### src/rtl/mem_access_stage.sv
// -----------------------------------------------------------------------------
// mem_access_stage
// Memory-access stage of a five-stage RV32I pipeline. It takes the EX/MEM
// fields and performs byte, half and word loads and stores over a single
// req/ack data-memory port. It also registers the MEM/WB fields that feed
// write-back. While a bus transaction is outstanding it holds the upstream
// stages with mem_stall.
//
// Ports
//   clk, rst                   rising-edge clock, synchronous active-high reset
//   ex_*                       instruction fields presented by EX/MEM
//   mem_stall                  combinational hold request for earlier stages
//   dmem_req/we/addr/wdata/be  registered data-memory request fields
//   dmem_rdata, dmem_ack       memory response (rdata valid while ack = 1)
//   wb_*                       registered MEM/WB outputs
//   align_err, bus_err         one-cycle error pulses, aligned with wb_valid
// Parameter
//   ACK_TIMEOUT                ACCESS cycles without ack before the access is
//                              aborted; 0 disables the timeout
// -----------------------------------------------------------------------------
module mem_access_stage #(
  parameter int ACK_TIMEOUT = 255
) (
  input  logic        clk,
  input  logic        rst,
  input  logic        ex_valid,
  input  logic [31:0] ex_alu_result,
  input  logic [31:0] ex_store_data,
  input  logic [4:0]  ex_rd,
  input  logic        ex_reg_write,
  input  logic        ex_mem_to_reg,
  input  logic        ex_mem_read,
  input  logic        ex_mem_write,
  input  logic [2:0]  ex_funct3,
  output logic        mem_stall,
  output logic        dmem_req,
  output logic        dmem_we,
  output logic [31:0] dmem_addr,
  output logic [31:0] dmem_wdata,
  output logic [3:0]  dmem_be,
  input  logic [31:0] dmem_rdata,
  input  logic        dmem_ack,
  output logic        wb_valid,
  output logic [31:0] wb_alu_result,
  output logic [31:0] wb_mem_data,
  output logic        wb_mem_to_reg,
  output logic [4:0]  wb_rd,
  output logic        wb_reg_write,
  output logic        align_err,
  output logic        bus_err
);

  typedef enum logic [0:0] {IDLE = 1'b0, ACCESS = 1'b1} state_t;

  localparam logic [15:0] TIMEOUT_LIMIT = 16'(ACK_TIMEOUT);

  state_t      state;
  state_t      state_next;

  // Fields of the access in flight, captured when it leaves IDLE.
  logic [31:0] lat_addr;
  logic [2:0]  lat_funct3;
  logic        lat_store;
  logic [4:0]  lat_rd;
  logic        lat_reg_write;
  logic        lat_mem_to_reg;
  logic [15:0] cnt;
  logic [15:0] cnt_inc;

  logic        funct3_legal;
  logic        is_mem;
  logic        op_ok;
  logic        start_ok;
  logic        start_bad;
  logic        timeout_hit;
  logic        finish;

  // Halfwords need addr[0] = 0 and words need addr[1:0] = 0.
  // funct3[1:0] = 11 has no legal size.
  function automatic logic is_misaligned(input logic [2:0] f3, input logic [1:0] off);
    case (f3[1:0])
      2'b00:   is_misaligned = 1'b0;
      2'b01:   is_misaligned = off[0];
      2'b10:   is_misaligned = (off != 2'b00);
      default: is_misaligned = 1'b1;
    endcase
  endfunction

  function automatic logic [3:0] byte_enables(input logic [2:0] f3, input logic [1:0] off);
    case (f3[1:0])
      2'b00:   byte_enables = 4'b0001 << off;
      2'b01:   byte_enables = 4'b0011 << off;
      default: byte_enables = 4'b1111;
    endcase
  endfunction

  // The store datum is replicated on every lane, and the byte enables pick
  // the lanes that are written.
  function automatic logic [31:0] store_lanes(input logic [2:0] f3, input logic [31:0] data);
    case (f3[1:0])
      2'b00:   store_lanes = {4{data[7:0]}};
      2'b01:   store_lanes = {2{data[15:0]}};
      default: store_lanes = data;
    endcase
  endfunction

  // Shift the addressed lane down to bit 0, then sign- or zero-extend it.
  function automatic logic [31:0] load_extend(input logic [2:0] f3, input logic [1:0] off,
                                              input logic [31:0] rdata);
    logic [31:0] shifted;
    shifted = rdata >> {off, 3'b000};
    case (f3)
      3'b000:  load_extend = {{24{shifted[7]}}, shifted[7:0]};
      3'b100:  load_extend = {24'h000000, shifted[7:0]};
      3'b001:  load_extend = {{16{shifted[15]}}, shifted[15:0]};
      3'b101:  load_extend = {16'h0000, shifted[15:0]};
      default: load_extend = rdata;
    endcase
  endfunction

  // Decide whether funct3 is a legal size code for the requested direction.
  always_comb begin
    funct3_legal = 1'b0;
    case (ex_funct3)
      3'b000, 3'b001, 3'b010: funct3_legal = 1'b1;
      3'b100, 3'b101:         funct3_legal = ~ex_mem_write;
      default:                funct3_legal = 1'b0;
    endcase
  end

  assign is_mem    = ex_mem_read | ex_mem_write;
  assign op_ok     = is_mem & ~(ex_mem_read & ex_mem_write) & funct3_legal &
                     ~is_misaligned(ex_funct3, ex_alu_result[1:0]);
  assign start_ok  = ex_valid & op_ok;
  assign start_bad = ex_valid & is_mem & ~op_ok;

  // The count has reached the limit in the cycle where it would step onto
  // ACK_TIMEOUT. An ack in that same cycle still wins.
  assign cnt_inc     = cnt + 16'd1;
  assign timeout_hit = (state == ACCESS) & ~dmem_ack & (TIMEOUT_LIMIT != 16'd0) &
                       (cnt_inc == TIMEOUT_LIMIT);
  assign finish      = dmem_ack | timeout_hit;

  // State register.
  always_ff @(posedge clk) begin
    if (rst) begin
      state <= IDLE;
    end else begin
      state <= state_next;
    end
  end

  // Next-state logic.
  always_comb begin
    state_next = state;
    case (state)
      IDLE: begin
        if (start_ok) begin
          state_next = ACCESS;
        end else begin
          state_next = IDLE;
        end
      end
      ACCESS: begin
        if (finish) begin
          state_next = IDLE;
        end else begin
          state_next = ACCESS;
        end
      end
      default: state_next = IDLE;
    endcase
  end

  // Stall output. The stall drops in the cycle that ends an access, so that
  // upstream advances on that edge.
  always_comb begin
    mem_stall = 1'b0;
    if (rst) begin
      mem_stall = 1'b0;
    end else if (state == IDLE) begin
      mem_stall = start_ok;
    end else begin
      mem_stall = ~finish;
    end
  end

  // Bus request, latched access fields, timeout counter and MEM/WB register.
  always_ff @(posedge clk) begin
    if (rst) begin
      dmem_req       <= 1'b0;
      dmem_we        <= 1'b0;
      dmem_addr      <= 32'h0;
      dmem_wdata     <= 32'h0;
      dmem_be        <= 4'h0;
      lat_addr       <= 32'h0;
      lat_funct3     <= 3'b000;
      lat_store      <= 1'b0;
      lat_rd         <= 5'd0;
      lat_reg_write  <= 1'b0;
      lat_mem_to_reg <= 1'b0;
      cnt            <= 16'd0;
      wb_valid       <= 1'b0;
      wb_alu_result  <= 32'h0;
      wb_mem_data    <= 32'h0;
      wb_mem_to_reg  <= 1'b0;
      wb_rd          <= 5'd0;
      wb_reg_write   <= 1'b0;
      align_err      <= 1'b0;
      bus_err        <= 1'b0;
    end else begin
      align_err <= 1'b0;
      bus_err   <= 1'b0;
      case (state)
        IDLE: begin
          if (start_ok) begin
            lat_addr       <= ex_alu_result;
            lat_funct3     <= ex_funct3;
            lat_store      <= ex_mem_write;
            lat_rd         <= ex_rd;
            lat_reg_write  <= ex_reg_write;
            lat_mem_to_reg <= ex_mem_to_reg;
            cnt            <= 16'd0;
            dmem_req       <= 1'b1;
            dmem_we        <= ex_mem_write;
            dmem_addr      <= {ex_alu_result[31:2], 2'b00};
            dmem_be        <= byte_enables(ex_funct3, ex_alu_result[1:0]);
            dmem_wdata     <= store_lanes(ex_funct3, ex_store_data);
            wb_valid       <= 1'b0;
            wb_reg_write   <= 1'b0;
            wb_mem_data    <= 32'h0;
          end else begin
            // This branch covers an ALU op, a bubble, or a rejected memory
            // op. A rejected op retires without writing a register.
            wb_valid      <= ex_valid;
            wb_alu_result <= ex_alu_result;
            wb_rd         <= ex_rd;
            wb_mem_to_reg <= ex_mem_to_reg;
            wb_mem_data   <= 32'h0;
            wb_reg_write  <= ex_valid & ex_reg_write & ~start_bad;
            align_err     <= start_bad;
          end
        end
        ACCESS: begin
          if (finish) begin
            dmem_req      <= 1'b0;
            dmem_we       <= 1'b0;
            wb_valid      <= 1'b1;
            wb_alu_result <= lat_addr;
            wb_rd         <= lat_rd;
            wb_mem_to_reg <= lat_mem_to_reg;
            wb_reg_write  <= dmem_ack & lat_reg_write & ~lat_store;
            if (dmem_ack & ~lat_store) begin
              wb_mem_data <= load_extend(lat_funct3, lat_addr[1:0], dmem_rdata);
            end else begin
              wb_mem_data <= 32'h0;
            end
            bus_err       <= ~dmem_ack;
          end else begin
            cnt          <= cnt_inc;
            wb_valid     <= 1'b0;
            wb_reg_write <= 1'b0;
          end
        end
        default: begin
          dmem_req     <= 1'b0;
          wb_valid     <= 1'b0;
          wb_reg_write <= 1'b0;
        end
      endcase
    end
  end

endmodule

### config.mk
export PLATFORM = sky130hd
export DESIGN_NAME = mem_access_stage
export DESIGN_NICKNAME = d
export VERILOG_FILES = /design/src/rtl/mem_access_stage.sv
export SDC_FILE = /design/constraint.sdc
export NUM_CORES = 1
export LEC_CHECK = 0
export CAP_MARGIN = 15
export CORE_AREA = 10 10 144 146
export DETAILED_ROUTE_END_ITERATION = 12
export DIE_AREA = 0 0 154 156
export HOLD_SLACK_MARGIN = 0.15
export PLACE_DENSITY_LB_ADDON = 0.05
export SLEW_MARGIN = 20
export SYNTH_ARGS = -nofsm -noshare
export SYNTH_HDL_FRONTEND = slang
export SYNTH_SLANG_ARGS = --single-unit
### constraint.sdc
create_clock -name clk -period 3.8 [get_ports clk]
set_input_delay 0.57 -clock clk [delete_from_list [all_inputs] [get_ports clk]]
set_output_delay 0.57 -clock clk [all_outputs]
set_load 0.1 [all_outputs]
==> results of run 1 <==
-- how the worst max path moves through the flow --
stage	startpoint	endpoint	slack, ns	cells past startpoint
final	cnt[3]$_SDFFE_PP0P_	mem_stall	0.46	7
after global routing	cnt[1]$_SDFFE_PP0P_	mem_stall	0.25	8
after CTS	cnt[1]$_SDFFE_PP0P_	mem_stall	0.43	8
after detailed placement	ex_alu_result[0]	mem_stall	0.88	8
after global placement	ex_alu_result[0]	mem_stall	0.90	8
after floorplan	cnt[1]$_SDFFE_PP0P_	mem_stall	0.21	10
-- routing by layer --
layer / vias up / routed length [um]
met4: 2 / 429
met5: - / 13
met3: 24 / 2150
met2: 216 / 12000
li1: 3786 / -
met1: 3503 / 11300
-- synthesized netlist by cell type (all sizes together) (3+ instances only) --
cell     instances  area share [%]
nor4b            3            0.32
nand2b          20             1.5
o2bb2ai         16             1.7
or2              3            0.23
or4              4            0.41
a221oi           8            0.85
nor2            50             2.3
inv             45             2.0
dfxtp          172              42
or3              3            0.23
a22o            18             1.9
and3             5            0.38
a311oi          12             1.3
nor2b            4            0.30
o211ai           4            0.42
a21oi           71             4.3
a21bo            3            0.36
a211o            3            0.32
ha               3            0.45
mux2            40             5.4
a211oi          88             8.1
mux2i           27             3.3
a31oi            3            0.23
o21ai           38             2.4
nand3           14            0.85
nand4            7            0.60
and2             4            0.30
nand2          158             7.2
nor3             9            0.54
buf             55             4.6
nor4             4            0.38
clkbuf          62             2.8
-- worst max-delay path: cells and delay by family (launching register included) --
kind	cells	cell delay [ns]
multiplexers	1	0.23
flip-flops	1	0.55
buffers and inverters	1	0.21
AO/OA/AOI/OAI	1	0.06
AND/OR/NAND/NOR	4	1.29
-- kinds of logic after synthesis --
| logic type | Yosys count |
|---|---|
| other | 1 |
| adders and majority gates | 3 |
| AOI/OAI and AO/OA | 277 |
| and+or+nand+nor | 295 |
| xor gates and xnor gates | 3 |
| muxes | 67 |
| buffers and inverters | 162 |
| DFF | 172 |
-- layout make-up --
cell class                 instances  area, um2  area share, %
timing repair buffer             269       2690           23.8
sequential                       172       3440           30.5
antenna                            2       5.00         0.0443
clock buffer                      17        425           3.77
inverter                          45        169           1.50
clock inverter                    14        184           1.63
multi-input combinational        647       4080           36.2
tap                              229        287           2.54
-- power by group --
group | switching [mW] | leakage (nW) | internal (mW) | total (mW)
sequential | 0.0458 | 1.40 | 1.87 | 1.92
clock | 0.777 | 0.297 | 1.05 | 1.82
combinational | 0.751 | 2.22 | 0.331 | 1.08
total | 1.57 | 3.92 | 3.25 | 4.83
-- metrics by stage --
stage | total power, mW | hold WS [ns]
4_1_cts | 4.87 | 0.454
5_1_grt | 5.01 | 0.473
6_report | 4.83 | 0.452
2_1_floorplan | 2.72 | 0.425
3_3_place_gp | 3.04 | 0.439
3_5_place_dp | 3.05 | 0.443
==> results.txt, run 1 <==
----------------------------------------------------
[Outcome]
  Run status ... finished clean

[Critical path]
  Reg2reg path depth ... 8
  CP Max Fanout ... 13
  CP endpoint kind ... output port
  Crit path cell chain ... nand4_1, or4_4, mux2i_2, and4_1, o21ai_4, nor2b_2, buf_12
  Worst r2r src ... cnt[3]$_SDFFE_PP0P_
  Reg-to-reg critical path endpoint ... cnt[14]$_SDFFE_PP0P_
  Path type of the worst setup path ... flip-flop to output port
  Critical Path Source Type ... flip-flop
  Setup slack, reg-to-reg ... slightly below 0.9 ns
  Delay of the slowest critical-path stage ... a little over 0.6 ns
  Slowest-stage cell, CP ... sky130_fd_sc_hd__or4_4
  Data arrival time of the worst path ... 2.77 ns
  Data required time at the worst endpoint ... 3.23 ns

[Place]
  Number of cells after detailed placement ... 1362
  Global placer's final weighted congestion ... 0.837
  Post-placement cell area ... 10700 um2
  I/O Buffers ... 254
  Post-detail-place hpwl ... 17900 um
  Placement-stage worst setup slack ... 0.876 ns

[Layout]
  Post-route cell area ... 11300 um2
  Most common library cell in the layout ignoring fill and taps ... sky130_fd_sc_hd__clkdlybuf4s50_1
  Number of non-filler instances in the completed layout ... between 1000 and 1500
  Net total in the final layout ... 1267
  Layout cell share with drive strength beyond 1 ... 9.11%
  Area growth from synthesis to layout ... 36.2%
  Fill cell count ... roughly 1600
  Post-layout util ... 63.3%
  Commonest cells after routing, fill and taps aside ... sky130_fd_sc_hd__clkdlybuf4s50_1 (252), sky130_fd_sc_hd__dfxtp_1 (171), sky130_fd_sc_hd__nand2_1 (158)

[Hold path]
  Min-Delay Startpoint ... lat_rd[1]$_SDFFE_PP0P_
  Cell count of the worst hold path ... 2
  Worst Hold Endpoint ... lat_rd[1]$_SDFFE_PP0P_
  Worst min-delay path class ... flip-flop to flip-flop

[STA]
  Final setup skew ... between 0.01 and 0.015 ns
  Number of hold violations in the final report ... 0
  Relative slew margins ... 27.5%
  Min setup slack post-route ... 0.463 ns
  Slew at the pin closest to its max-slew limit ... between 1 and 1.5 ns
  TNS Setup ... 0 ns
  Clock period minus worst slack ... 3.34 ns
  Maximum clock frequency ... 300 MHz
  RSZ-0062 raised after global routing ... false
  Final-report max-slew violation count ... 0
  # setup viols final ... 0
  Portion of the clock cycle consumed by the worst path in the final layout ... 87.8%

[Global routing]
  Largest net degree at the start of global routing ... 86
  GR Util met2 ... 32.0%
  Overall overflow remaining after global route ... 0
  Via count of the first global-routing pass ... about 7300
  Top Usage Layer GRT ... met2
  Met1 Track Usage GR ... 26.3%
  Initial antenna violation count ... 3
  Wire length of the first global-routing pass ... 40800 um
  Global-route met3 utilization ... 7.86%
  Overall Global Routing Usage ... 20.7%

[Drt]
  Routed wire length per instance ... 18.5 um
  Number of iterations in the first detailed-routing pass ... 5
  Remaining number of nets flagged by the antenna check after routing ... 0
  Drt total wl ... 25800 um
  Number of vias after detailed routing ... 7531
  Via density ... 5.40
  Count of unresolved DRC violations after routing ... 0
  Initial detailed-routing violation count ... 482

[Yosys]
  Top FF cell, synth ... sky130_fd_sc_hd__dfxtp_1
  Simple-gate area share of the yosys netlist ... 16.2%
  Count of flip-flops with a built-in enable after synthesis ... 0
  Number of instances in the synthesized netlist ... 980
  Part of the Yosys area used for sequential elements ... 41.5%
  Number of distinct standard cells referenced by the synthesized netlist ... between 60 and 70
  Asr flop ratio synth ... 0%
  Fraction of the mapped netlist area in compound gates ... a little under a quarter
  Fraction of synthesized area in multiplexers ... 8.74%
  Count of state elements after synthesis ... 172
  Yosys Warn Count ... 0
  Synthesized-area fraction occupied by xor and xnor cells ... 0.317%
  Synthesized area divided by synthesized cell count ... 8.46 um2
  Combinational family with the most area after synthesis ... compound AO/OA/AOI/OAI gates
  Post-synthesis instance area ... 8290 um2
  Arithmetic-cell share of the synthesized area counting full adders, half adders and majority gates ... 0.453%

[Clock tree]
  Post-CTS setup buffer count ... 0
  CTS sink cnt ... 172
  # hold bufs at CTS ... 0
  Cell chosen for the clock root ... sky130_fd_sc_hd__clkbuf_16
  Number of CTS-inserted buffers ... 17
  Clock tree from TritonCTS ... done
  Total of cells resized after clock tree synthesis ... 0
  Clock latency of the later-clocked register in the worst-skew pair ... 0.43 ns
  Number of H-tree levels ... 4
  Clock transition time at the flip-flop clock pins of the worst setup and hold paths ... ~0.07 ns
  Largest buffer count on any clock path ... 2

[Pwr]
  Maximum vdd drop ... a little under 0.3 mV
  Ratio of total power to cell area ... 428 nW/um2
  Leak ... 3.92 nW

[Floorplan]
  Height of the die ... roughly 160 um
  I/O Pins ... around 260
  Die outline area ... 24000 um2
  Initial Util ... 46.5%
  Core area ... around 18000 um2
  Die X ... 154 um
  Placement Rows ... 49

[Run]
  Number of maximum-capacitance constraint violations ... 0

----------------------------------------------------
No activity file was read; power rests on OpenSTA's default activity.
==> run 2, diff against run 1 <==
==> constraint.sdc (replaced) <==
create_clock -name clk -period 3.4 [get_ports clk]
set_input_delay 0.51 -clock clk [delete_from_list [all_inputs] [get_ports clk]]
set_output_delay 0.51 -clock clk [all_outputs]
set_load 0.1 [all_outputs]
==> run 2 against run 1 <==
  * Critical path depth is the same
  * First-iteration DRC count shrank 8.5%
  * Via count rose by 0.96%
  * Clock power grew 12%
  * Largest cell class unchanged
  * Sequential power is 11% higher
==> results.txt, run 2 (synthesized netlist as in run 1, its figures left out) <==
----------------------------------------------------
[Outcome]
  Run status ... finished clean

[Pwr]
  Total internal power ... between 3 and 4 mW
  Ratio of total power to cell area ... around 480 nW/um2
  Sequential cell fraction of total power ... 39.6%
  Clock network fraction of total power ... 37.8%
  Switching power share of the total ... 33.3%
  Leak ... 3.96 nW
  Net switching power figure ... 1.80 mW
  Maximum vdd drop ... 0.368 mV
  Part of the total power dissipated in combinational logic ... 22.5%

[Hold path]
  Cell count of the worst hold path ... 2
  Worst min-delay path class ... flip-flop to flip-flop
  Min-Delay Startpoint ... lat_rd[1]$_SDFFE_PP0P_
  Worst Hold Endpoint ... lat_rd[1]$_SDFFE_PP0P_

[Layout]
  Net total in the final layout ... roughly 1300
  Fill cell count ... 1583
  Number of non-filler instances in the completed layout ... ~1400
  Area growth from synthesis to layout ... 36.7%
  Layout cell share with drive strength beyond 1 ... 10.3%
  Commonest cells after routing, fill and taps aside ... sky130_fd_sc_hd__clkdlybuf4s50_1 (248), sky130_fd_sc_hd__dfxtp_1 (168), sky130_fd_sc_hd__nand2_1 (158)
  Most common library cell in the layout ignoring fill and taps ... sky130_fd_sc_hd__clkdlybuf4s50_1

[Floorplan]
  Die X ... roughly 150 um
  Initial Util ... 46.5%
  I/O Pins ... 257
  Placement Rows ... 49
  Die outline area ... ~24000 um2
  Height of the die ... 156 um
  Core area ... 17800 um2

[Drt]
  Routed wire length per instance ... 18.7 um
  Drt total wl ... 26200 um
  Count of unresolved DRC violations after routing ... 0
  Remaining number of nets flagged by the antenna check after routing ... 0
  Number of vias after detailed routing ... 7603
  Via density ... 5.43
  Number of iterations in the first detailed-routing pass ... 4
  Initial detailed-routing violation count ... 441

[Run]
  Number of maximum-capacitance constraint violations ... 0

[STA]
  Portion of the clock cycle consumed by the worst path in the final layout ... 95.3%
  Slew at the pin closest to its max-slew limit ... 1.05 ns
  Final-report max-slew violation count ... 0
  Relative slew margins ... 29.9%
  TNS Setup ... 0 ns
  # setup viols final ... 0
  Final setup skew ... 0.0104 ns
  RSZ-0062 raised after global routing ... false
  Clock period minus worst slack ... 3.24 ns
  Maximum clock frequency ... 309 MHz
  Number of hold violations in the final report ... 0

[Global routing]
  Overall Global Routing Usage ... 20.8%
  Wire length of the first global-routing pass ... 40900 um
  Overall overflow remaining after global route ... 0
  Via count of the first global-routing pass ... 7223
  Largest net degree at the start of global routing ... 84
  Initial antenna violation count ... 2

[Clock tree]
  Cell chosen for the clock root ... sky130_fd_sc_hd__clkbuf_16
  Number of H-tree levels ... 4
  Clock transition time at the flip-flop clock pins of the worst setup and hold paths ... 0.07 ns
  Number of CTS-inserted buffers ... 17
  Clock latency of the later-clocked register in the worst-skew pair ... between 0.4 and 0.5 ns
  Post-CTS setup buffer count ... 0
  Largest buffer count on any clock path ... 2
  CTS sink cnt ... 172
  Clock tree from TritonCTS ... done

[Critical path]
  Critical Path Source Type ... flip-flop
  Worst r2r src ... cnt[4]$_SDFFE_PP0P_
  Data required time at the worst endpoint ... 2.89 ns
  Data arrival time of the worst path ... 2.73 ns
  CP Max Fanout ... 12
  Path type of the worst setup path ... flip-flop to output port
  Reg2reg path depth ... 8
  Reg-to-reg critical path endpoint ... wb_mem_data[17]$_SDFFE_PP0P_
  CP endpoint kind ... output port
  Setup slack, reg-to-reg ... 0.54 ns

[Place]
  Post-detail-place hpwl ... 18300 um
  Number of cells after detailed placement ... about 1400
  Global placer's final weighted congestion ... 0.844
  I/O Buffers ... roughly 250

----------------------------------------------------
[run 2: changes by cell type in the layout (fill, tap and decap cells not counted), sizes merged]
cell,change
buf,+9
bufinv,-1
clkdlybuf4s50,-4
clkinv,-1
inv,+2
clkbuf,+1
[run 2: final cells by class]
class / count / area [um2] / area share (%)
Multi-Input combinational cell: 647 / 4090 / 36.1
Sequential cell: 172 / 3450 / 30.4
Inverter: 45 / 169 / 1.49
Clock buffer: 18 / 439 / 3.88
Clock inverter: 14 / 179 / 1.58
Antenna cell: 2 / 5.00 / 0.0442
Tap cell: 229 / 287 / 2.53
Timing Repair Buffer: 274 / 2720 / 24.0
[run 2: routing by layer]
metal	track usage [%]	wire, um	vias to the layer above
met3	7.83	2140	19
met5	0	0	-
li1	-	-	3796
met1	26.4	11500	3557
met4	5.49	312	0
met2	32.6	12300	231
[run 2: critical path, cell delays in order (launching register included)]
cell and delay [ns]:
sky130_fd_sc_hd__dfxtp_1 0.55, sky130_fd_sc_hd__nand4_1 0.21, sky130_fd_sc_hd__or4_4 0.59, sky130_fd_sc_hd__mux2i_2 0.25, sky130_fd_sc_hd__and4_1 0.31, sky130_fd_sc_hd__o21ai_4 0.06, sky130_fd_sc_hd__nor2b_4 0.13, sky130_fd_sc_hd__buf_12 0.18
[run 2: what timing repair did]
| action | 4_1_cts | 5_1_grt |
|---|---|---|
| hold buffers | 0 | 0 |
| gates resized for setup | 0 | 4 |
| setup endpoints to repair | 0 | 1 |
[run 2: how the worst max path moves through the flow]
stage	startpoint	end	slack (ns)	depth (start not counted)
finish	cnt[4]$_SDFFE_PP0P_	mem_stall	0.16	7
CTS	cnt[0]$_SDFFE_PP0P_	mem_stall	0.07	8
floorplan	cnt[1]$_SDFFE_PP0P_	mem_stall	0.18	10
global placement	cnt[1]$_SDFFE_PP0P_	wb_mem_data[23]$_SDFFE_PP0P_	0.48	9
detailed placement	cnt[0]$_SDFFE_PP0P_	wb_mem_data[26]$_SDFFE_PP0P_	0.54	9
global route	cnt[4]$_SDFFE_PP0P_	mem_stall	0.02	7
[run 2: per-stage QoR]
stage / hold WS [ns] / total power [mW] / area (um2) / utilization, % / setup slack, ns
floorplan: 0.425 / 3.04 / 8300 / - / 0.182
global placement: 0.438 / 3.40 / 10700 / 60.0 / 0.483
detailed placement: 0.445 / 3.41 / 10700 / 60.0 / 0.536
CTS: 0.455 / 5.46 / 11300 / 63.5 / 0.0744
global route: 0.474 / 5.60 / 11300 / 63.5 / 0.0211
finish: 0.453 / 5.40 / 11300 / 63.5 / 0.160
[run 2: power groups by stage]
stage	registers, mW	logic, mW	clock network (mW)
6_report	2.14	1.22	2.04
3_3_place_gp	2.18	1.22	0
4_1_cts	2.14	1.22	2.09
3_5_place_dp	2.19	1.22	0
5_1_grt	2.15	1.28	2.17
2_1_floorplan	2.63	0.409	0
